--- config.mk ---
export PLATFORM = sky130hd
export DESIGN_NAME = tpu_host_initiator
export DESIGN_NICKNAME = d
export VERILOG_FILES = /design/src/rtl/tpu_pkg.sv /design/src/rtl/tpu_rd_slot.sv /design/src/rtl/tpu_host_initiator.sv
export SDC_FILE = /design/constraint.sdc
export NUM_CORES = 1
export LEC_CHECK = 0
export ABC_CLOCK_PERIOD_IN_PS = 2100
export BUFFER_PORTS_ARGS = -buffer_cell sky130_fd_sc_hd__buf_2
export CORE_MARGIN = 2
export CORE_UTILIZATION = 29
export CTS_BUF_LIST = sky130_fd_sc_hd__clkbuf_4 sky130_fd_sc_hd__clkbuf_8
export DETAILED_ROUTE_END_ITERATION = 16
export MAX_ROUTING_LAYER = met4
export PLACE_DENSITY = 0.6
export SLEW_MARGIN = 30
export SYNTH_ARGS = -nofsm -noshare
export SYNTH_HDL_FRONTEND = slang
export SYNTH_SLANG_ARGS = --single-unit
--- constraint.sdc ---
create_clock -name clk -period 2.1 [get_ports clk]
set_clock_uncertainty 0.2 [all_clocks]
set_input_delay 0.315 -clock clk [delete_from_list [all_inputs] [get_ports clk]]
set_output_delay 0.315 -clock clk [all_outputs]
set_load 0.01 [all_outputs]
--- src/rtl/tpu_pkg.sv ---
// tpu_pkg: address map, default geometry and FSM state type shared by the TPU host initiator
package tpu_pkg;
   localparam int DEF_DIM         = 8;
   localparam int DEF_BITS_AB     = 8;
   localparam int DEF_BITS_C      = 16;
   localparam int DEF_ADDRW       = 16;
   localparam int DEF_DATAW       = 64;
   localparam int A_BASE          = 'h100;
   localparam int B_BASE          = 'h200;
   localparam int C_BASE          = 'h300;
   localparam int START_ADDR      = 'h400;
   localparam int C_WORDS_PER_ROW = DEF_DIM * DEF_BITS_C / DEF_DATAW;
   typedef enum logic [2:0] {IDLE, LOAD_A, LOAD_B, START, WAIT, READ_C, DONE} state_t;
endpackage

--- src/rtl/tpu_rd_slot.sv ---
// tpu_rd_slot: single-entry read-capture register presenting TPU read data on a valid/ready stream
//   clk, rst_n   clock, async active-low reset
//   issue_i      a read address is on the bus this cycle
//   rd_data_i    TPU read data, valid the cycle after issue_i
//   out_ready_i  downstream ready
//   out_valid_o  captured word valid
//   out_data_o   captured word, held until handshaken
//   permit_o     a new read may be issued this cycle
module tpu_rd_slot #(
   parameter int DATAW = 64
) (
   input  logic             clk,
   input  logic             rst_n,
   input  logic             issue_i,
   input  logic [DATAW-1:0] rd_data_i,
   input  logic             out_ready_i,
   output logic             out_valid_o,
   output logic [DATAW-1:0] out_data_o,
   output logic             permit_o
);
   logic pending_q;
   // Only one read in flight, and only when the slot will be free by capture time.
   assign permit_o = !pending_q && (!out_valid_o || out_ready_i);
   always_ff @(posedge clk or negedge rst_n) begin
      if (!rst_n) begin
         pending_q   <= 1'b0;
         out_valid_o <= 1'b0;
         out_data_o  <= '0;
      end else begin
         pending_q <= issue_i;
         // A capture wins over a same-cycle handshake: the new word replaces the old.
         if (pending_q) begin
            out_valid_o <= 1'b1;
            out_data_o  <= rd_data_i;
         end else if (out_ready_i) begin
            out_valid_o <= 1'b0;
         end
      end
   end
endmodule

--- src/rtl/tpu_host_initiator.sv ---
// tpu_host_initiator: bus initiator that loads A/B, starts the TPU, waits, and streams C back out
//   clk, rst_n             clock, async active-low reset
//   job_start/busy/done    job control: start pulse, busy level, one-cycle done pulse
//   in_valid/ready/data    input words: A rows then B rows
//   out_valid/ready/data   C words, row-major, low half of each row first
//   tpu_r_w/addr/dataIn    TPU bus request (1=write); idle bus is r_w=0, addr=0
//   tpu_dataOut            TPU read data, one cycle after the read address
module tpu_host_initiator
   import tpu_pkg::*;
#(
   parameter int DIM            = DEF_DIM,
   parameter int BITS_AB        = DEF_BITS_AB,
   parameter int BITS_C         = DEF_BITS_C,
   parameter int ADDRW          = DEF_ADDRW,
   parameter int DATAW          = DEF_DATAW,
   parameter int COMPUTE_CYCLES = 3 * DIM
) (
   input  logic             clk,
   input  logic             rst_n,
   input  logic             job_start,
   output logic             job_busy,
   output logic             job_done,
   input  logic             in_valid,
   output logic             in_ready,
   input  logic [DATAW-1:0] in_data,
   output logic             out_valid,
   input  logic             out_ready,
   output logic [DATAW-1:0] out_data,
   output logic             tpu_r_w,
   output logic [ADDRW-1:0] tpu_addr,
   output logic [DATAW-1:0] tpu_dataIn,
   input  logic [DATAW-1:0] tpu_dataOut
);
   localparam int NW = 2 * DIM;
   localparam int RW = $clog2(DIM);
   localparam int KW = $clog2(NW) + 1;
   localparam int WW = $clog2(COMPUTE_CYCLES + 1);
   if (DIM * BITS_AB != DATAW || DIM * BITS_C != C_WORDS_PER_ROW * DATAW) begin : g_bad_cfg
      $error("tpu_host_initiator: unsupported DIM/BITS_AB/BITS_C/DATAW combination");
   end
   state_t          state_q;
   logic [RW-1:0]   row_q;
   logic [KW-1:0]   iss_q, hs_q;
   logic [WW-1:0]   wait_q;
   logic            busy_q, done_q;
   logic            in_hs, out_hs, issue, permit, start_wr;
   logic [ADDRW-1:0] ld_addr, rd_addr;
   assign job_busy = busy_q;
   assign job_done = done_q;
   assign in_ready = state_q == LOAD_A || state_q == LOAD_B;
   assign in_hs    = in_valid && in_ready;
   assign out_hs   = out_valid && out_ready;
   assign start_wr = state_q == START;
   assign issue    = state_q == READ_C && permit && iss_q != KW'(NW);
   assign ld_addr  = ADDRW'((state_q == LOAD_A ? A_BASE : B_BASE) + 8 * int'(row_q));
   assign rd_addr  = ADDRW'(C_BASE + 16 * (int'(iss_q) / C_WORDS_PER_ROW)
                           + 8 * (int'(iss_q) % C_WORDS_PER_ROW));
   // Bus requests are combinational so a load handshake writes in the same cycle.
   assign tpu_r_w    = in_hs || start_wr;
   assign tpu_addr   = in_hs ? ld_addr : start_wr ? ADDRW'(START_ADDR) : issue ? rd_addr : '0;
   assign tpu_dataIn = in_hs ? in_data : start_wr ? DATAW'(1) : '0;
   tpu_rd_slot #(.DATAW(DATAW)) u_rd_slot (
      .clk         (clk),
      .rst_n       (rst_n),
      .issue_i     (issue),
      .rd_data_i   (tpu_dataOut),
      .out_ready_i (out_ready),
      .out_valid_o (out_valid),
      .out_data_o  (out_data),
      .permit_o    (permit)
   );
   always_ff @(posedge clk or negedge rst_n) begin
      if (!rst_n) begin
         state_q <= IDLE;
         row_q   <= '0;
         iss_q   <= '0;
         hs_q    <= '0;
         wait_q  <= '0;
         busy_q  <= 1'b0;
         done_q  <= 1'b0;
      end else begin
         done_q <= 1'b0;
         case (state_q)
            IDLE: if (job_start) begin
               state_q <= LOAD_A;
               row_q   <= '0;
               busy_q  <= 1'b1;
            end
            LOAD_A, LOAD_B: if (in_hs) begin
               row_q <= row_q == RW'(DIM - 1) ? '0 : row_q + RW'(1);
               if (row_q == RW'(DIM - 1)) state_q <= state_q == LOAD_A ? LOAD_B : START;
            end
            START: begin
               state_q <= WAIT;
               wait_q  <= '0;
            end
            WAIT: begin
               wait_q <= wait_q + WW'(1);
               if (wait_q == WW'(COMPUTE_CYCLES - 1)) begin
                  state_q <= READ_C;
                  iss_q   <= '0;
                  hs_q    <= '0;
               end
            end
            READ_C: begin
               if (issue) iss_q <= iss_q + KW'(1);
               if (out_hs) begin
                  hs_q <= hs_q + KW'(1);
                  if (hs_q == KW'(NW - 1)) begin
                     state_q <= DONE;
                     done_q  <= 1'b1;
                     busy_q  <= 1'b0;
                  end
               end
            end
            DONE:    state_q <= IDLE;
            default: state_q <= IDLE;
         endcase
      end
   end
endmodule
==> impl_metrics.csv <==
group,metric,value,unit
run_status,status,"finished, violations left",
run_status,failed_checks,"negative setup slack",
synth,synth-edff-count,0,
layout,stdcell_area,0.00793,mm^2
pwr,p_total,10.5,mW
placed_design,place_hpwl,10.2,mm
detailed_routing,drt_wl_total,16.1,mm
global_route,grt_start_max_net_pins,66,
detailed_routing,wire_per_inst,17.3,um
detailed_routing,first_iter_violations,293,
global_route,overflow,0,
sta,whs,63.4,ps
pwr,power_density,1320,mW/mm^2
placed_design,io_buffers,273,
clock_tree,cts_root_buf,"clkbuf_8",
clock_tree,cts_buffers,9,
layout,drive_gt1_share,65.3,%
floorplan,rows,44,
detailed_routing,drc,0,
pwr,p_leak,3.93,nW
global_route,grt_pass1_vias,4653,
synth,netlist_area,0.00427,mm^2
pwr,ir_drop,0.000779,V
clock_tree,clk_pin_slew,90,ps
global_route,grt_pass1_wl,24.7,mm
sta,slew_violations,0,
placed_design,dp.cells,820,
clock_tree,cts_tree,"done",
layout,nNetsFinal,885,
sta,setup_slack,-359,ps
layout,syn_to_final_growth,85.5,%
min_path,hold_class,"in -> reg",
sta,tns,-22620,ps
sta,finalHoldViolCount,0,
clock_tree,cts.sinks,89,
critical_path,critPathLaunchType,"flop",
floorplan,ios,282,
placed_design,gp_congestion,0.822,
global_route,antenna_found_initial,0,
synth,yosysWarnings,0,
sta,worst_pin_slew,838,ps
sta,max_freq,407,MHz
critical_path,critPathRequiredTime,1580,ps
clock_tree,insertion_delay,370,ps
job,cap_violations,0,
detailed_routing,drt-pass1-iter-count,4,
synth,ys_ff_latch,89,
layout,final_cells,934,
synth,async_reset_ff_share,100,%
global_route,grt_usage,20.5,%
floorplan,chipHeight,125,um
floorplan,die_w,125,um
sta,setup-violations-final,74,
floorplan,coreArea,0.0145,mm^2
sta,relSlewSlack,44.1,%
floorplan,die_area,0.0157,mm^2
synth,ys_seq_area_share,52.1,%
synth,synth_cell_types,42,
clock_tree,cts-htree-levels,3,
critical_path,path_class,"reg -> out",
detailed_routing,ant_nets,0,
sta,post-route-min-period,2460,ps
critical_path,cp_max_fo,4,
detailed_routing,dr_total_vias,4435,
critical_path,end_kind,"output port",
sta,rsz0062_at_grt,"yes",
synth,avgSynthCellArea,11.8,um^2
layout,antenna_cells,0,
clock_tree,cts.path.max_buffers,2,
synth,synthCells,363,
sta,post-route-period-util,117,%
detailed_routing,avgViaCountPerCell,4.75,
floorplan,initial_core_util,29.5,%
critical_path,crit_arrival,1940,ps
synth,synthFlopType,"dfrtp_1",
placed_design,dpl_cell_area,0.00597,mm^2
==> power by group <==
part           switching, mW  leakage [nW]  internal [mW]
registers              0.443          1.07           2.50
clock network          0.648         0.120          0.800
logic                   2.64          2.74           3.46
==> cell families after synthesis <==
kind of cell	Yosys count	synth area share (%)
buffers and inverters	40	4.68
other	1	0.0877
AND/OR/NAND/NOR	119	16.9
multiplexers	68	17.9
flip-flops	89	52.1
adder cells (fa/ha/maj)	7	2.05
XOR/XNOR	1	0.205
AO/OA/AOI/OAI	38	6.06
==> cells in the mapped netlist, types with 2 or more instances <==
library cell  count  share of area (%)
o31ai_1           4               0.70
or3_1             2               0.29
ha_1              7                2.0
and2_1            5               0.73
clkbuf_1         16                1.4
nor3b_1           2               0.35
nand2_1          12                1.1
inv_1             5               0.44
a22o_1            6                1.2
o21ai_0          15                1.8
buf_4            11                1.9
dfrtp_1          89                 52
a21o_1            2               0.35
nor2b_1           3               0.44
a21oi_1           3               0.35
and3_1           64                9.4
nor2_1            8               0.70
nand2b_1          3               0.44
nand4_1           2               0.29
buf_2             7               0.82
nand3_1          10                1.2
o22ai_1           2               0.29
mux2_2           66                 17
==> flip-flops by register name, indices dropped and copies added, names as in the netlist <==
register,cells
u_rd_slot.out_data_o,64
row_q,3
u_rd_slot.pending_q,1
job_busy,1
job_done,1
state_q,3
wait_q,5
hs_q,5
iss_q,5
u_rd_slot.out_valid_o,1
==> per-layer routing <==
layer | track usage [%] | vias up | part of all wire, %
li1 | - | 2056 | -
met2 | 33.1 | 126 | 51
met4 | 6.14 | 0 | 1.7
met3 | 5.69 | 26 | 5.4
met1 | 25.2 | 2227 | 41
met5 | - | - | 0
==> cells in the final DEF, fill, tap and decap left out, types with 3 or more instances in the layout <==
master / Yosys / layout
mux2_2: 66 / 66
buf_12: 0 / 6
buf_4: 11 / 38
buf_6: 0 / 62
nor2_1: 8 / 8
and3_4: 0 / 47
o21ai_0: 15 / 12
buf_2: 7 / 220
bufinv_16: 0 / 3
inv_2: 1 / 4
buf_8: 0 / 5
ha_1: 7 / 6
and3_1: 64 / 17
o31ai_1: 4 / 3
nand2_1: 12 / 11
nor2b_1: 3 / 3
conb_1: 1 / 8
nand3_1: 10 / 9
nand2b_4: 0 / 3
clkbuf_8: 0 / 9
dfrtp_1: 89 / 87
and2_4: 0 / 3
a22o_1: 6 / 6
dlygate4sd3_1: 0 / 65
==> critical path, stage by stage, from the launching register on <==
cell and delay (ps):
dfrtp_1 400, buf_6 120, buf_4 130, nand2b_4 80, a21oi_4 70, buf_8 130, and2_4 160, buf_4 140
a22o_1 220, buf_2 130
==> worst paths after layout <==
check / startpoint / end / slack [ps] / cells past startpoint
worst min register to register: wait_q[4]$_DFFE_PN0P_ / wait_q[4]$_DFFE_PN0P_ / 300 / 1
worst max-delay path: state_q[1]$_DFFE_PN0P_ / tpu_addr[4] / -360 / 9
max in group asynchronous: rst_n / u_rd_slot.out_data_o[22]$_DFFE_PN0P_ / 850 / 3
min in group asynchronous: rst_n / u_rd_slot.out_data_o[33]$_DFFE_PN0P_ / 230 / 2
worst max register to register: iss_q[0]$_DFFE_PN0P_ / iss_q[3]$_DFFE_PN0P_ / -50 / 8
worst min-delay path: out_ready / hs_q[0]$_DFFE_PN0P_ / 60 / 3
==> what timing repair did <==
item | CTS | global route
setup buffers | 26 | 14
hold buffers | 65 | 0
cloned | 9 | 0
hold endpoints to repair | 93 | 0
setup endpoints to repair | 74 | 78
pin swaps | 35 | 19
gates resized for setup | 105 | 50
==> area by class of cell <==
type,count,area (um^2)
Clock buffer,9,124
Fill cell,1224,6550
Multi-Input combinational cell,241,2210
Inverter,6,25.0
Tap cell,184,230
Clock inverter,7,124
Timing Repair Buffer,398,2990
Sequential cell,89,2230
==> through the flow <==
stage / utilization, % / worst slack [ps]
CTS: 54.1 / -374
finish: 54.8 / -359
detailed placement: 41.2 / 9.86
floorplan: - / 13.0
global placement: 41.2 / 48.9
global route: 54.8 / -440
Power figures use the tool's default switching activity.
